[config.mk]
export PLATFORM = sky130hd
export DESIGN_NAME = struct_field_unpacker
export DESIGN_NICKNAME = d
export VERILOG_FILES = /design/src/rtl/struct_field_unpacker.sv
export SDC_FILE = /design/constraint.sdc
export NUM_CORES = 1
export LEC_CHECK = 0
export BUFFER_PORTS_ARGS = -buffer_cell sky130_fd_sc_hd__buf_2
export CAP_MARGIN = 20
export CORE_MARGIN = 2
export CORE_UTILIZATION = 29
export DETAILED_ROUTE_END_ITERATION = 7
export PLACE_DENSITY_LB_ADDON = 0.12
export SYNTH_ARGS = -nofsm -noshare
export SYNTH_HDL_FRONTEND = slang
export SYNTH_SLANG_ARGS = --single-unit
[constraint.sdc]
create_clock -name clk -period 1.25 [get_ports clk]
set_clock_uncertainty 0.05 [all_clocks]
set_input_delay 0 -clock clk [delete_from_list [all_inputs] [get_ports clk]]
set_output_delay 0 -clock clk [all_outputs]
set_load 0.05 [all_outputs]
[src/rtl/struct_field_unpacker.sv]
// struct_field_unpacker
//   Takes packed-struct words (field 0 at the MSBs) and emits them one field
//   per beat, first-declared field first, with valid/ready on both sides.
//   A single holding register lets the next word be taken on the same cycle
//   the final beat of the current word is consumed, so words stream with
//   no bubble.
//   Optional feature: define STRUCT_UNPACK_PARITY_EN to append one extra
//   beat per word (index NUM_FIELDS) that carries the even parity of the
//   whole word.
module struct_field_unpacker #(
   parameter int NUM_FIELDS = 4,
   parameter int FIELD_W    = 1
) (
   input  logic                                clk,
   input  logic                                rst,
   input  logic                                in_valid,
   output logic                                in_ready,
   input  logic [NUM_FIELDS*FIELD_W-1:0]       in_data,
   output logic                                out_valid,
   input  logic                                out_ready,
   output logic [FIELD_W-1:0]                  out_field,
   output logic [$clog2(NUM_FIELDS+1)-1:0]     out_idx,
   output logic                                out_last
);

   localparam int IDX_W  = $clog2(NUM_FIELDS+1);
   localparam int WORD_W = NUM_FIELDS*FIELD_W;
`ifdef STRUCT_UNPACK_PARITY_EN
   localparam int LAST_K = NUM_FIELDS;
`else
   localparam int LAST_K = NUM_FIELDS-1;
`endif
   localparam logic [IDX_W-1:0] LAST_IDX = IDX_W'(LAST_K);

   typedef enum logic {
      IDLE = 1'b0,
      EMIT = 1'b1
   } state_t;

   state_t                              state_q, state_d;
   logic [WORD_W-1:0]                   hold_q, hold_d;
   logic [IDX_W-1:0]                    k_q, k_d;
   logic [NUM_FIELDS-1:0][FIELD_W-1:0]  fields;
   logic [FIELD_W-1:0]                  sel_field;
   logic                                emit;
   logic                                at_last;
   logic                                beat_fire;
   logic                                capture;

   // Split the held word into fields; field 0 lives at the MSBs.
   for (genvar i = 0; i < NUM_FIELDS; i++) begin : g_field
      assign fields[i] = hold_q[(NUM_FIELDS-i)*FIELD_W-1 -: FIELD_W];
   end

   assign emit      = (state_q == EMIT);
   assign at_last   = emit && (k_q == LAST_IDX);
   assign beat_fire = emit && out_ready;
   // Ready depends on out_ready (so a new word can overlap the last beat),
   // but nothing on the output side depends on in_valid.
   assign in_ready  = !emit || (out_ready && at_last);
   assign capture   = in_valid && in_ready;

   // State register: FSM state, beat counter and holding register.
   always_ff @(posedge clk) begin
      if (rst) begin
         state_q <= IDLE;
         k_q     <= '0;
         hold_q  <= '0;
      end else begin
         state_q <= state_d;
         k_q     <= k_d;
         hold_q  <= hold_d;
      end
   end

   // Next-state: capture a word, step through its beats, reload or go idle.
   always_comb begin
      state_d = state_q;
      k_d     = k_q;
      hold_d  = hold_q;
      if (capture) begin
         // Covers both IDLE and the overlap with the final beat in EMIT.
         hold_d  = in_data;
         k_d     = '0;
         state_d = EMIT;
      end else if (beat_fire) begin
         if (at_last) begin
            k_d     = '0;
            state_d = IDLE;
         end else begin
            k_d = k_q + IDX_W'(1);
         end
      end
   end

   // Field select: pick the field for the current beat (or the parity bit).
   always_comb begin
      sel_field = '0;
      for (int i = 0; i < NUM_FIELDS; i++) begin
         if (k_q == IDX_W'(i)) sel_field = fields[i];
      end
`ifdef STRUCT_UNPACK_PARITY_EN
      if (k_q == IDX_W'(NUM_FIELDS)) sel_field = FIELD_W'(^hold_q);
`endif
   end

   // Outputs: driven only while a word is held, zero otherwise.
   always_comb begin
      out_valid = emit;
      out_field = emit ? sel_field : '0;
      out_idx   = emit ? k_q : '0;
      out_last  = at_last;
   end

endmodule
==> results of run 1 <==
==> cell type report <==
type / count / area (um2) / share of cell area, %
clock buffer: 4 / 26.3 / 2.91
inverter: 4 / 17.5 / 1.94
multi-input combinational: 42 / 432 / 47.8
sequential: 8 / 173 / 19.1
tap: 16 / 20.0 / 2.22
timing repair buffer: 28 / 235 / 26.0
==> through the flow <==
stage	instances	setup TNS, ps
5_1_grt	102	-2310
2_1_floorplan	56	-162
3_5_place_dp	91	-364
3_3_place_gp	91	-313
4_1_cts	101	-791
6_report	102	-1630
==> timing repair <==
action,in CTS,in global routing
endpoints found under the hold margin,7,0
pin swaps,6,7
setup endpoints to repair,10,14
gates resized for setup,23,18
hold buffers,6,0
setup buffers,0,1
==> routing by layer <==
metal	global-route usage [%]	wire length, um	vias up
met5	0	0	-
met4	8.82	24	0
met3	3.60	33	2
met2	23.4	603	11
met1	16.2	527	223
li1	-	-	253
==> report_power, final <==
group | internal, uW | switching, uW
clock | 122 | 86.7
sequential | 264 | 9.41
combinational | 76.7 | 83.7
total | 463 | 180
==> sequential cells by signal, indices dropped and copies added, names as in the netlist <==
signal	cells
hold_q	4
k_q	3
out_valid	1
==> final timing paths <==
path,slack (ps),endpoint
worst max-delay path,-320,out_field
worst max register to register,-180,hold_q[2]$_SDFFE_PP0P_
worst min-delay path,30,k_q[1]$_SDFFE_PP0P_
worst min register to register,440,hold_q[2]$_SDFFE_PP0P_
==> placed cells by master, fill, tap and decap left out, drive strengths merged <==
cell and n:
o21ai 1, a2111oi 2, ha 4, dfxtp 8, or2b 1, nand3b 1, clkbuf 4, buf 22
a211oi 2, dlygate4sd3 6, mux2i 4, inv 4, nand2b 8, nand4 2, and3 1, nor2b 1
nor2 6, o31a 1, a21oi 1, nand2 6, a21boi 1
==> cells by family after synthesis <==
kind of cell,Yosys count,share of synthesized area [%]
AND/OR/NAND/NOR,26,27.8
AO/OA/AOI/OAI,8,15.8
adder cells (fa/ha/maj),4,10.2
buffers and inverters,6,5.36
multiplexers,4,8.16
flip-flops,8,32.7
==> critical path: stages (launching register included) <==
cell	delay [ps]
dfxtp_4	390
ha_4	150
nor2_2	40
a2111oi_4	330
o31a_2	210
buf_8	140
==> flow_metrics.env, run 1 <==
export IMPL_status="complete, but fails checks"
export IMPL_violations="negative setup slack"
export IMPL_slew_limit_headroom_pct=81.4
export IMPL_port_buffers=14
export IMPL_diodes=0
export IMPL_coreArea_mm2=0.00154
export IMPL_yosys_top_cells_area="dfxtp_1, ha_1, nand2b_1"
export IMPL_end_kind="output pin"
export IMPL_yosys_warnings=0
export IMPL_die_x_um=45.1
export IMPL_crit_required_ps=1200
export IMPL_fin_util_pct=58.6
export IMPL_slew_viol_final=0
export IMPL_h_tree_depth=1
export IMPL_syn_inst=56
export IMPL_syn_to_final_growth_pct=84.2
export IMPL_p_leak_uw=0.000343
export IMPL_avgSynthCellArea_um2=8.76
export IMPL_place_congestion=0.724
export IMPL_initial_core_util_pct=31.8
export IMPL_critPathMaxFanout=4
export IMPL_final_cell_area_um2=903
export IMPL_drt_total_wl_mm=1.19
export IMPL_rsz0062_at_grt="true"
export IMPL_yosysUniqueCellTypes=21
export IMPL_grt_pass1_vias=461
export IMPL_hold_depth=3
export IMPL_yosys_area_top_type="dfxtp_1"
export IMPL_finalCritPeriodShare_pct=126
export IMPL_grt_max_degree=13
export IMPL_synthArstFlopShare_pct=0
export IMPL_first_pass_iters=3
export IMPL_cts_sinks=8
export IMPL_fp_dieH_um=45.1
export IMPL_nets=99
export IMPL_reg2reg_depth=5
export IMPL_drtIter0Drc=5
export IMPL_whs_ps=28.5
export IMPL_hold_path_class="in -> reg"
export IMPL_vias_per_cell=4.79
export IMPL_fmax_mhz=637
export IMPL_pin_count=15
export IMPL_nFillCells=137
export IMPL_routedWlPerCell_um=11.7
export IMPL_tritoncts="yes"
export IMPL_drc=0
export IMPL_grt_pass1_wl_mm=1.99
export IMPL_globalRouteTotalUtil_pct=14.2
export IMPL_placed_area_um2=652
export IMPL_antenna_found_initial=0
export IMPL_synth_edf_count=0
export IMPL_grt_overflow_total=0
export IMPL_synth_fp_nets=68
export IMPL_hold_viol_final=0
export IMPL_p_total_uw=642
export IMPL_drive_gt1_share_pct=58.1
export IMPL_cts_root_buf="clkbuf_4"
export IMPL_setup_slack_ps=-320
export IMPL_critPathLaunchType="flop"
export IMPL_reg2reg_from="k_q[1]$_SDFFE_PP0P_"
export IMPL_cts_max_path_buffers=2
export IMPL_ys_top_cells_by_count="dfxtp_1, nand2b_1, nand2_1, nor2_1"
export IMPL_critPathLaunch="k_q[1]$_SDFFE_PP0P_"
export IMPL_cap_violations=0
export IMPL_dp_hpwl_um=791
export IMPL_ant_nets=0
export IMPL_synth_seq_cells=8
export IMPL_finalSetupViolCount=10
export IMPL_ys_seq_area_share_pct=32.7
export IMPL_synthDominantCellAreaShare_pct=32.7
export IMPL_worstHoldStart="out_ready"
export IMPL_cts_buffers_inserted=3
export IMPL_netlist_area_um2=490
export IMPL_pre_cts_ws_ps=-156
export IMPL_clk_latency_ps=250
export IMPL_worst_pin_slew_ps=278
export IMPL_fp_dieArea_mm2=0.00204
export IMPL_crit_type="reg -> out"
export IMPL_cts_clk_slew_worst_paths_ps=60
export IMPL_vias=489
export IMPL_rows=14
export IMPL_min_period_ps=1570
export IMPL_ir_drop_mv=0.513
export IMPL_ys_flop_type="dfxtp_1"
export IMPL_crit_arrival_ps=1520
export IMPL_power_density_mw_per_mm2=711
(Power assumes the default switching activity.)
==> run 2, diff against run 1 <==
Settings changed: ABC_AREA set to 1, ABC_CLOCK_PERIOD_IN_PS set to 1250.
==> run 2 against run 1 <==
The run ends with negative hold slack, negative setup slack left. Register-to-register slack improved by 70 ps. Combinational power increased by 40%. Clock-buffer cell count unchanged. Largest cell class unchanged. Highest routed layer unchanged.
==> flow_metrics.env, run 2 <==
export IMPL_cts_clk_slew_worst_paths_ps=60
export IMPL_cts_root_buf="clkbuf_4"
export IMPL_h_tree_depth=1
export IMPL_syn_to_final_growth_pct=68.6
export IMPL_cts_buffers_inserted=3
export IMPL_clk_latency_ps=270
export IMPL_rsz0062_at_grt="true"
export IMPL_synth_compound_area_share_pct=10.9
export IMPL_status="complete, but fails checks"
export IMPL_syn_inst=77
export IMPL_fp_dieH_um=47.6
export IMPL_synthDominantCellAreaShare_pct=29.1
export IMPL_cts_sinks=8
export IMPL_crit_arrival_ps=1340
export IMPL_grt_pass1_vias=526
export IMPL_drc=0
export IMPL_netlist_area_um2=551
export IMPL_ant_nets=0
export IMPL_avgSynthCellArea_um2=7.15
export IMPL_drive_gt1_share_pct=58.3
export IMPL_end_kind="output pin"
export IMPL_setup_slack_ps=-139
export IMPL_critPathMaxFanout=4
export IMPL_fmax_mhz=720
export IMPL_synthArstFlopShare_pct=0
export IMPL_layout_commonest_cell="nand2_1"
export IMPL_critPathLaunchType="flop"
export IMPL_cap_violations=0
export IMPL_dp_hpwl_um=846
export IMPL_slew_viol_final=0
export IMPL_nets=121
export IMPL_vias=559
export IMPL_first_pass_iters=3
export IMPL_yosys_top_cells_area="dfxtp_1, nand2_1, ha_1"
export IMPL_synth_seq_cells=8
export IMPL_die_x_um=47.6
export IMPL_synth_xor_area_share_pct=0
export IMPL_ys_flop_type="dfxtp_1"
export IMPL_tritoncts="yes"
export IMPL_coreArea_mm2=0.00176
export IMPL_grt_overflow_total=0
export IMPL_largest_register_ffs=4
export IMPL_crit_type="reg -> out"
export IMPL_grt_pass1_wl_mm=2.24
export IMPL_p_leak_uw=0.000438
export IMPL_finalSetupViolCount=6
export IMPL_pre_cts_ws_ps=-65.1
export IMPL_antenna_found_initial=0
export IMPL_synthMuxAreaShare_pct=0
export IMPL_synth_top_family_by_area="simple AND/OR/NAND/NOR gates"
export IMPL_drt_total_wl_mm=1.33
export IMPL_hold_path_class="in -> reg"
export IMPL_globalRouteTotalUtil_pct=14.8
export IMPL_synth_fp_nets=89
export IMPL_yosys_area_top_type="dfxtp_1"
export IMPL_reg2reg_slack_ps=-110
export IMPL_fp_dieArea_mm2=0.00226
export IMPL_largest_register="hold_q"
export IMPL_synthAdderAreaFrac_pct=9.09
export IMPL_ys_seq_area_share_pct=29.1
export IMPL_hold_depth=5
export IMPL_rows=15
export IMPL_pin_count=15
export IMPL_yosys_warnings=0
export IMPL_reg2reg_depth=9
export IMPL_worst_pin_slew_ps=261
export IMPL_vias_per_cell=4.20
export IMPL_port_buffers=14
export IMPL_synth_edf_count=0
export IMPL_yosysMostFrequentCell="nand2_1"
export IMPL_p_total_uw=737
export IMPL_diodes=0
export IMPL_drtIter0Drc=5
export IMPL_violations="negative hold slack, negative setup slack"
export IMPL_yosysUniqueCellTypes=14
export IMPL_ir_drop_mv=0.487
export IMPL_power_density_mw_per_mm2=794
export IMPL_place_congestion=0.708
export IMPL_min_period_ps=1390
export IMPL_initial_core_util_pct=31.2
export IMPL_synthSimpleGateAreaFrac_pct=34.5
export IMPL_ys_top_cells_by_count="nand2_1, inv_1, dfxtp_1"
export IMPL_finalCritPeriodShare_pct=111
export IMPL_routedWlPerCell_um=10.0
export IMPL_crit_required_ps=1200
export IMPL_whs_ps=-0.0340
export IMPL_cts_max_path_buffers=2
export IMPL_slew_limit_headroom_pct=82.6
export IMPL_grt_max_degree=10
export IMPL_hold_viol_final=1
export IMPL_final_cell_mix="nand2_1, buf_2, inv_1"
==> run 2: routing by layer <==
layer / routed length, um / share of wire (%) / GRT usage (%) / up-vias
li1: - / - / - / 295
met1: 597 / 45 / 16.6 / 251
met2: 646 / 48 / 24.9 / 11
met3: 72 / 5.4 / 7.17 / 2
met4: 15 / 1.1 / 4.86 / 0
met5: 0 / 0 / 0 / -
==> run 2: cells by family (layout without fill, tap and decap cells) <==
logic type,count (synthesis),after routing
adder cells (fa/ha/maj),4,4
flip-flops,8,8
buffers and inverters,18,49
AND/OR/NAND/NOR,38,38
AO/OA/AOI/OAI,9,9
==> run 2: final timing paths <==
path / from / endpoint
worst max register to register: k_q[0]$_SDFFE_PP0P_ / hold_q[1]$_SDFFE_PP0P_
worst max-delay path: k_q[0]$_SDFFE_PP0P_ / out_field
worst min-delay path: in_data[3] / hold_q[3]$_SDFFE_PP0P_
worst min register to register: k_q[2]$_SDFFE_PP0P_ / k_q[2]$_SDFFE_PP0P_
==> run 2: what timing repair did <==
item	CTS	global route
gates cloned	0	0
hold buffers	4	0
pin swaps	6	6
resized for setup	33	5
setup endpoints to repair	8	9
buffers inserted	10	0
endpoints found under the hold margin	4	0
==> run 2: layout make-up <==
cell class / count / area, um2
timing repair buffer: 30 / 278
multi-input combinational: 51 / 359
fill: 179 / 836
tap: 25 / 31.3
clock buffer: 4 / 26.3
inverter: 15 / 62.6
sequential: 8 / 171
==> run 2: power by group <==
group	total [uW]	internal (uW)	switching [uW]	leakage, uW
clock	226	123	103	0.0000150
sequential	287	267	19.6	0.0000679
combinational	224	117	108	0.000355
total	737	507	230	0.000438
==> run 2: stage by stage <==
stage	util, %	cells	setup TNS [ps]	area, um2
finish	52.6	133	-399	928
global route	52.6	133	-824	928
CTS	51.7	133	-534	912
detailed placement	38.4	116	-143	678
global placement	38.4	116	-78.3	678
floorplan	-	77	0	584
==> run 2: worst max-delay path: stages, from the launching register on <==
cell,delay (ps)
dfxtp_4,370
inv_4,70
ha_1,150
nand2_1,50
o21ai_1,130
nand2_1,100
nand2_4,70
buf_8,130
